### src/rtl/vga_pkg.sv
`default_nettype none
// ----------------------------------------------------------------------
// vga_pkg -- 640x480@60 timing constants and 160x120 framebuffer geometry
// Rev 1.0
// ----------------------------------------------------------------------
package vga_pkg;
  localparam int H_VIS   = 640;
  localparam int H_FP    = 16;
  localparam int H_SYNC  = 96;
  localparam int H_BP    = 48;
  localparam int V_VIS   = 480;
  localparam int V_FP    = 10;
  localparam int V_SYNC  = 2;
  localparam int V_BP    = 33;
  localparam int H_TOTAL = H_VIS + H_FP + H_SYNC + H_BP;
  localparam int V_TOTAL = V_VIS + V_FP + V_SYNC + V_BP;
  localparam int FB_W    = 160;
  localparam int FB_H    = 120;
  localparam int ADDR_W  = 15;
  localparam int CNT_W   = 10;

  typedef logic [CNT_W-1:0]  cnt_t;
  typedef logic [ADDR_W-1:0] fb_addr_t;

  // row*160 built from two shifts so no multiplier is needed
  function automatic fb_addr_t fb_addr(input logic [6:0] row, input logic [7:0] col);
    fb_addr_t w_row;
    w_row = {8'd0, row};
    return (w_row << 7) + (w_row << 5) + {7'd0, col};
  endfunction
endpackage
`default_nettype wire

### src/rtl/vga_timing_counter.sv
`default_nettype none
// ----------------------------------------------------------------------
// vga_timing_counter -- pixel phase, h/v counters and raw timing decode
// Rev 1.0
// ----------------------------------------------------------------------
module vga_timing_counter
  import vga_pkg::*;
#(
  parameter int H_VIS  = vga_pkg::H_VIS,
  parameter int H_FP   = vga_pkg::H_FP,
  parameter int H_SYNC = vga_pkg::H_SYNC,
  parameter int H_BP   = vga_pkg::H_BP,
  parameter int V_VIS  = vga_pkg::V_VIS,
  parameter int V_FP   = vga_pkg::V_FP,
  parameter int V_SYNC = vga_pkg::V_SYNC,
  parameter int V_BP   = vga_pkg::V_BP
) (
  input  logic       clk,
  input  logic       reset,
  output logic       o_phase,
  output logic [7:0] o_col,
  output logic [6:0] o_row,
  output logic       o_visible,
  output logic       o_hs_raw,
  output logic       o_vs_raw,
  output logic       o_frame_wrap
);
  localparam cnt_t c_H_LAST = cnt_t'(H_VIS + H_FP + H_SYNC + H_BP - 1);
  localparam cnt_t c_V_LAST = cnt_t'(V_VIS + V_FP + V_SYNC + V_BP - 1);
  localparam cnt_t c_H_VIS  = cnt_t'(H_VIS);
  localparam cnt_t c_V_VIS  = cnt_t'(V_VIS);
  localparam cnt_t c_HS_BEG = cnt_t'(H_VIS + H_FP);
  localparam cnt_t c_HS_END = cnt_t'(H_VIS + H_FP + H_SYNC);
  localparam cnt_t c_VS_BEG = cnt_t'(V_VIS + V_FP);
  localparam cnt_t c_VS_END = cnt_t'(V_VIS + V_FP + V_SYNC);

  logic r_phase;
  cnt_t r_hcnt;
  cnt_t r_vcnt;
  logic w_h_last;
  logic w_v_last;

  assign w_h_last = (r_hcnt == c_H_LAST);
  assign w_v_last = (r_vcnt == c_V_LAST);

  // counters only move on the pixel tick (phase=1)
  always_ff @(posedge clk) begin
    if (reset) begin
      r_phase <= 1'b0;
      r_hcnt  <= '0;
      r_vcnt  <= '0;
    end else begin
      r_phase <= ~r_phase;
      if (r_phase) begin
        if (w_h_last) begin
          r_hcnt <= '0;
          r_vcnt <= w_v_last ? '0 : r_vcnt + 1'b1;
        end else begin
          r_hcnt <= r_hcnt + 1'b1;
        end
      end
    end
  end

  assign o_phase      = r_phase;
  assign o_col        = r_hcnt[9:2];
  assign o_row        = r_vcnt[8:2];
  assign o_visible    = (r_hcnt < c_H_VIS) && (r_vcnt < c_V_VIS);
  assign o_hs_raw     = !((r_hcnt >= c_HS_BEG) && (r_hcnt < c_HS_END));
  assign o_vs_raw     = !((r_vcnt >= c_VS_BEG) && (r_vcnt < c_VS_END));
  assign o_frame_wrap = r_phase && w_h_last && w_v_last;
endmodule
`default_nettype wire

### src/rtl/vga_scanout.sv
`default_nettype none
// ----------------------------------------------------------------------
// vga_scanout -- 160x120x3bpp framebuffer scanned out as 640x480 VGA
// Rev 1.0
// ----------------------------------------------------------------------
module vga_scanout
  import vga_pkg::*;
#(
  parameter int H_VIS  = vga_pkg::H_VIS,
  parameter int H_FP   = vga_pkg::H_FP,
  parameter int H_SYNC = vga_pkg::H_SYNC,
  parameter int H_BP   = vga_pkg::H_BP,
  parameter int V_VIS  = vga_pkg::V_VIS,
  parameter int V_FP   = vga_pkg::V_FP,
  parameter int V_SYNC = vga_pkg::V_SYNC,
  parameter int V_BP   = vga_pkg::V_BP
) (
  input  logic              clk,
  input  logic              reset,
  output logic [ADDR_W-1:0] o_fb_raddr,
  input  logic [2:0]        i_fb_rdata,
  output logic              o_vga_clk,
  output logic              o_vga_hs,
  output logic              o_vga_vs,
  output logic              o_vga_blank_n,
  output logic [7:0]        o_vga_r,
  output logic [7:0]        o_vga_g,
  output logic [7:0]        o_vga_b,
  output logic              o_frame_start
);
  logic       w_phase;
  logic [7:0] w_col;
  logic [6:0] w_row;
  logic       w_visible;
  logic       w_hs_raw;
  logic       w_vs_raw;
  logic       w_frame_wrap;

  fb_addr_t   r_fb_raddr;
  logic       r_hs;
  logic       r_vs;
  logic       r_blank_n;
  logic [7:0] r_r;
  logic [7:0] r_g;
  logic [7:0] r_b;
  logic       r_frame_start;

  vga_timing_counter #(
    .H_VIS (H_VIS),  .H_FP (H_FP),  .H_SYNC (H_SYNC),  .H_BP (H_BP),
    .V_VIS (V_VIS),  .V_FP (V_FP),  .V_SYNC (V_SYNC),  .V_BP (V_BP)
  ) u_timing (
    .clk          (clk),
    .reset        (reset),
    .o_phase      (w_phase),
    .o_col        (w_col),
    .o_row        (w_row),
    .o_visible    (w_visible),
    .o_hs_raw     (w_hs_raw),
    .o_vs_raw     (w_vs_raw),
    .o_frame_wrap (w_frame_wrap)
  );

  // Address goes out mid-pixel; its read data arrives in time for the
  // tick that closes the same pixel, so every pin moves together.
  always_ff @(posedge clk) begin
    if (reset) begin
      r_fb_raddr    <= '0;
      r_hs          <= 1'b1;
      r_vs          <= 1'b1;
      r_blank_n     <= 1'b0;
      r_r           <= 8'h00;
      r_g           <= 8'h00;
      r_b           <= 8'h00;
      r_frame_start <= 1'b0;
    end else begin
      r_frame_start <= w_frame_wrap;
      if (!w_phase) begin
        r_fb_raddr <= w_visible ? fb_addr(w_row, w_col) : '0;
      end
      if (w_phase) begin
        r_hs      <= w_hs_raw;
        r_vs      <= w_vs_raw;
        r_blank_n <= w_visible;
        r_r       <= (w_visible && i_fb_rdata[2]) ? 8'hFF : 8'h00;
        r_g       <= (w_visible && i_fb_rdata[1]) ? 8'hFF : 8'h00;
        r_b       <= (w_visible && i_fb_rdata[0]) ? 8'hFF : 8'h00;
      end
    end
  end

  assign o_fb_raddr    = r_fb_raddr;
  assign o_vga_clk     = w_phase;
  assign o_vga_hs      = r_hs;
  assign o_vga_vs      = r_vs;
  assign o_vga_blank_n = r_blank_n;
  assign o_vga_r       = r_r;
  assign o_vga_g       = r_g;
  assign o_vga_b       = r_b;
  assign o_frame_start = r_frame_start;
endmodule
`default_nettype wire

### config.mk
export PLATFORM = sky130hd
export DESIGN_NAME = vga_scanout
export DESIGN_NICKNAME = d
export VERILOG_FILES = /design/src/rtl/vga_pkg.sv /design/src/rtl/vga_timing_counter.sv /design/src/rtl/vga_scanout.sv
export SDC_FILE = /design/constraint.sdc
export NUM_CORES = 1
export LEC_CHECK = 0
export ABC_AREA = 1
export CAP_MARGIN = 20
export CORE_MARGIN = 1
export CORE_UTILIZATION = 49
export CTS_BUF_LIST = sky130_fd_sc_hd__clkbuf_8
export DETAILED_ROUTE_END_ITERATION = 6
export GPL_TIMING_DRIVEN = 0
export PLACE_DENSITY = 0.78
export SLEW_MARGIN = 20
export SYNTH_ARGS = -nofsm -noshare
export SYNTH_HDL_FRONTEND = slang
export SYNTH_SLANG_ARGS = --single-unit
### constraint.sdc
create_clock -name clk -period 5.09 [get_ports clk]
set_input_delay 1.2725 -clock clk [delete_from_list [all_inputs] [get_ports clk]]
set_output_delay 1.2725 -clock clk [all_outputs]
set_load 0.005 [all_outputs]
=== Word-level counts from Yosys, hierarchy flattened ===
Index checks and enable logic that the tools add are counted.

* Register bits: 64

* Bitwise operators: 1
* Eq/ne operators: 2
* Add/sub/neg operators: 4
* Reduce and logical (&&, ||, !) cells: 11
* Order comparisons: 6
* Muxes and demuxes: 6

{| class="wikitable"
|+ Operators with widths
! kind !! number
|-
| $mux 8 || 3
|-
| $add 10x1->10 const B || 2
|-
| $eq 10x10->1 const B || 2
|-
| $lt 10x10->1 const B || 2
|-
| $lt 10x9->1 const B || 2
|-
| $mux 10 || 2
|-
| $add 14x12->15 || 1
|-
| $add 15x8->15 || 1
|-
| $mux 15 || 1
|-
| $ge 10x10->1 const B || 1
|-
| $ge 10x9->1 const B || 1
|-
| $logic_and 1x1->1 || 8
|-
| $logic_not 1->1 || 2
|-
| $reduce_and 2->1 || 1
|-
| $not 1->1 || 1
|}

=== Longest topological paths before layout ===
* Depth after elaboration: 4
* Gate-level depth with buffers: 13
* Gate-level depth less buffers: 12

=== By module ===
From an unflattened synthesis, not the netlist that was laid out.

* Cell total of the unflattened synthesis: 410
* Area, all modules: 2747.6 µm²

{| class="wikitable"
|+ By module, submodules not included
! module !! area an instance (µm²) !! times used !! seq. area each (µm²) !! cells an instance
|-
| vga_scanout || 1401.3 || 1 || 440.4 || 199
|-
| vga_timing_counter || 1346.3 || 1 || 420.4 || 211
|}

=== Worst setup path after synthesis ===
No wires, ideal clock.

* Path kind: register to register
* Start: register u_timing.r_vcnt[4]
* End: register r_fb_raddr[12], in the netlist o_fb_raddr[12]
* Required time: 4.969 ns
* Buffers on the path: 1
* Stages on the path, launching flop included: 11
* Arrival time: 2.027 ns
* Setup time: 0.121 ns
* Slack: 2.941 ns
* Path through: dfxtp_1 > buf_6 > inv_1 > fa_1 > fa_1 > o21ai_0 > nand2_1 > nand2_1 > nand2_1 > nand2_1 > o21ai_0

* Longest elaborated chain between the ends: 3

{| class="wikitable"
|+ Ends and longest elaborated chain
! item !! RTL line !! source
|-
| from (decl) || vga_timing_counter.sv:39 || <nowiki>cnt_t r_vcnt;</nowiki>
|-
| from (signal assigned) || vga_timing_counter.sv:57 || <nowiki>r_vcnt <= w_v_last ? '0 : r_vcnt + 1'b1;</nowiki>
|-
| $add 14x12->15 or $lt 10x9->1 (tied branches) || vga_pkg.sv:29, vga_timing_counter.sv:68 ||
|-
| $add 15x8->15 or $logic_and 1x1->1 (tied branches) || vga_pkg.sv:29, vga_timing_counter.sv:68 ||
|-
| $mux 15 (*) || vga_scanout.sv:78 || <nowiki>r_fb_raddr <= w_visible ? fb_addr(w_row, w_col) : '0;</nowiki>
|-
| to (signal assigned) || vga_scanout.sv:78 ||
|-
| to (decl) || vga_scanout.sv:39 || <nowiki>fb_addr_t r_fb_raddr;</nowiki>
|}

Mark *: on every way between the ends. The rest lies on a longest branch, timed or not.
A chain may end at the register's enable or synchronous reset.

==> run metrics <==
worst r2r dst=o_fb_raddr[12]; RSZ-0062 raised after global routing=false; Setup violations, final=0; Synth Cell Area=between 2000 and 3000 um2; syn_nets=~380; CP Class=reg -> out; TNS Setup=0 ns; Cell Area, Placed=3150 um2; leakage power=approximately 1.5 nW; Critical Path Source Type=register; final slew viol count=0; launch point of the worst path=o_vga_r[6]; layout cells sized above 1=15.7%; setup bufs post-CTS=0; Port Buffers=48; vias per cell=between 4 and 5; M1 wire length=around 2500 um; area of the die=between 5000 and 6000 um2; CTS tree=built; DRC=0; Worst Skew=0.0109 ns; largest area contributor in the netlist=dfxtp_1; Routed WL=between 5000 and 6000 um; # resized after CTS=0; final worst path period share=between 50% and 60%; Max transition margin=~64%; clock sink total=between 40 and 50; Worst Tran Pin Value=roughly 0.54 ns; DP HPWL=~4400 um; register bit count reported by yosys=43; initial core utilization=between 50 and 60%; status=finished clean; Worst Setup EP=o_vga_r[1]; Die Span X=about 75 um; fin util=between 60% and 70%; diodes inserted=0; 1st-pass router iterations=4; largest net degree at the start of global routing=14; Min-Delay Path Class=reg -> reg; area grow syn2layout=27.1%; via count=about 2.3k; WP data required=3.82 ns; CP Cell Sequence=buf_4, clkdlybuf4s50_1; Async SR Flop Fraction=0%; synth top area cells=dfxtp_1, nand2_1, ha_1; path depth of the worst reg2reg path=10; Starting DRT DRC Count=73; DP Worst Slack=between 2 and 2.5 ns; met3 wire len=228 um; first-pass GRT wire length=between 9000 and 10000 um; Peak Freq=369 MHz; Netlist cell types=33; core area=5110 um2; min Tclk post-route=approximately 2.7 ns; Std-Cell Rows=26; GPL Wtd Cong=between 0.8 and 0.9; Avg Inst Size Synth=roughly 7.3 um2; Commonest cells post-synth=nand2_1, dfxtp_1, inv_1; largest stage delay on the critical path=a little under 0.5 ns; FF-to-FF Start=u_timing.r_vcnt[4]; Post-synth EDFFs=0; Nets=432; DR top layer=met4; Post-Synthesis Cells=between 300 and 400; area share of the largest cell type after synthesis=about 33%; CTS buffer count=5; die height=around 75 um; cell area power density=approximately 220 nW/um2; worst setup slack after layout=2.38 ns; CP max FO=9; worst vdd ir=124 uV; Critical Path AT=1.44 ns; CP max stage cell=dfxtp_1; vias in the first global route=roughly 2.1k; Max clock buf depth=2; CTS Hold Bufs=0; top-count cell post-synth=nand2_1; clock root buffer=clkbuf_8; met2 WL=2680 um; clock latency on the worst-skew pair=around 0.30 ns; total power=slightly above 0.0007 W; Synthesis Warnings=0; setup slack, reg-to-reg=around 2.6 ns; final hold vios=0; fin area=about 3300 um2; CP Capture Type=output pin; Main synth FF type=dfxtp_1; clock-pin slew on the worst setup and hold paths=around 0.08 ns; GR Overflow Total=0; WL/cell=roughly 12 um; post-synthesis sequential area ratio=33.3%; IO Pins=49; H-Tree Depth=2; post-route ant nets=0; gr usage total=21.8%; initial antenna violation count=0; max_cap viols=0
## sequential cells by signal (all words and copies together) (netlist names)
name and flops:
u_timing.o_phase 1, o_fb_raddr 15, u_timing.r_vcnt 10, o_vga_b 1
o_vga_vs 1, o_vga_g 1, o_vga_blank_n 1, o_vga_r 1
o_frame_start 1, u_timing.r_hcnt 10, o_vga_hs 1
## cells by family after synthesis
logic type               Yosys count  synth area share (%)
AO/OA/AOI/OAI                     38                  7.75
XOR/XNOR                           9                  3.05
adder cells (fa/ha/maj)           20                  10.3
buffers and inverters             73                  14.3
flip-flops                        43                  33.3
AND/OR/NAND/NOR                  169                  31.3
## cell usage in the layout, fill, tap and decap left out, types with 2 or more instances in the layout
cell and count:
nand3_2 2, nor3_4 3, inv_1 39, nor2_2 8, nand2_4 2, nor2_1 31
o21ai_0 18, fa_1 2, nor3_1 6, a21oi_1 14, nand4_1 6, clkbuf_8 5
nor2_4 2, xnor2_1 2, o21ai_1 2, inv_2 9, buf_6 2, nand3_1 12
buf_2 2, ha_1 18, buf_4 21, nand2_1 91, clkdlybuf4s50_1 48, bufinv_16 2
xor2_1 7, nand2_2 2, dfxtp_1 43
## worst min-delay path by stage
stage / startpoint / endpoint / slack [ns] / cells after the start
4_1_cts: o_vga_blank_n / o_vga_blank_n / 0.46 / 2
6_report: o_vga_blank_n / o_vga_blank_n / 0.46 / 2
2_1_floorplan: o_vga_blank_n / o_vga_blank_n / 0.45 / 2
3_5_place_dp: o_fb_raddr[3] / o_fb_raddr[3] / 0.45 / 2
5_1_grt: o_fb_raddr[6] / o_fb_raddr[6] / 0.48 / 2
3_3_place_gp: o_fb_raddr[3] / o_fb_raddr[3] / 0.44 / 2
## power breakdown
part | total, W | leakage [nW] | internal (W) | switching (W)
registers | 0.000345 | 0.348 | 0.000340 | 0.00000508
clock network | 0.000312 | 0.0695 | 0.000194 | 0.000118
logic | 0.0000678 | 1.10 | 0.0000406 | 0.0000272
## stage by stage
step	hold slack [ns]	instances
2_1_floorplan	0.447	352
3_3_place_gp	0.438	470
3_5_place_dp	0.448	470
4_1_cts	0.463	478
5_1_grt	0.476	478
6_report	0.459	478
## critical path, delay by kind of cell, from the launching register on
| family | cells | cell delay [ns] |
|---|---|---|
| buffers and inverters | 2 | 0.65 |
| DFF | 1 | 0.49 |
## layer usage
metal / vias to the layer above / GRT usage, %
li1: 1199 / -
met1: 1053 / 26.8
met2: 54 / 37.7
met3: 12 / 4.42
met4: 0 / 7.76
met5: - / 0
## cell type report
type | count | area, um2
Sequential cell | 43 | 861
Clock inverter | 3 | 63.8
Clock buffer | 5 | 68.8
Tap cell | 70 | 87.6
Timing Repair Buffer | 48 | 480
Fill cell | 456 | 1820
Multi-Input combinational cell | 236 | 1350
Inverter | 47 | 176
Buffer | 26 | 194
No activity file was read; power rests on OpenSTA's default activity.
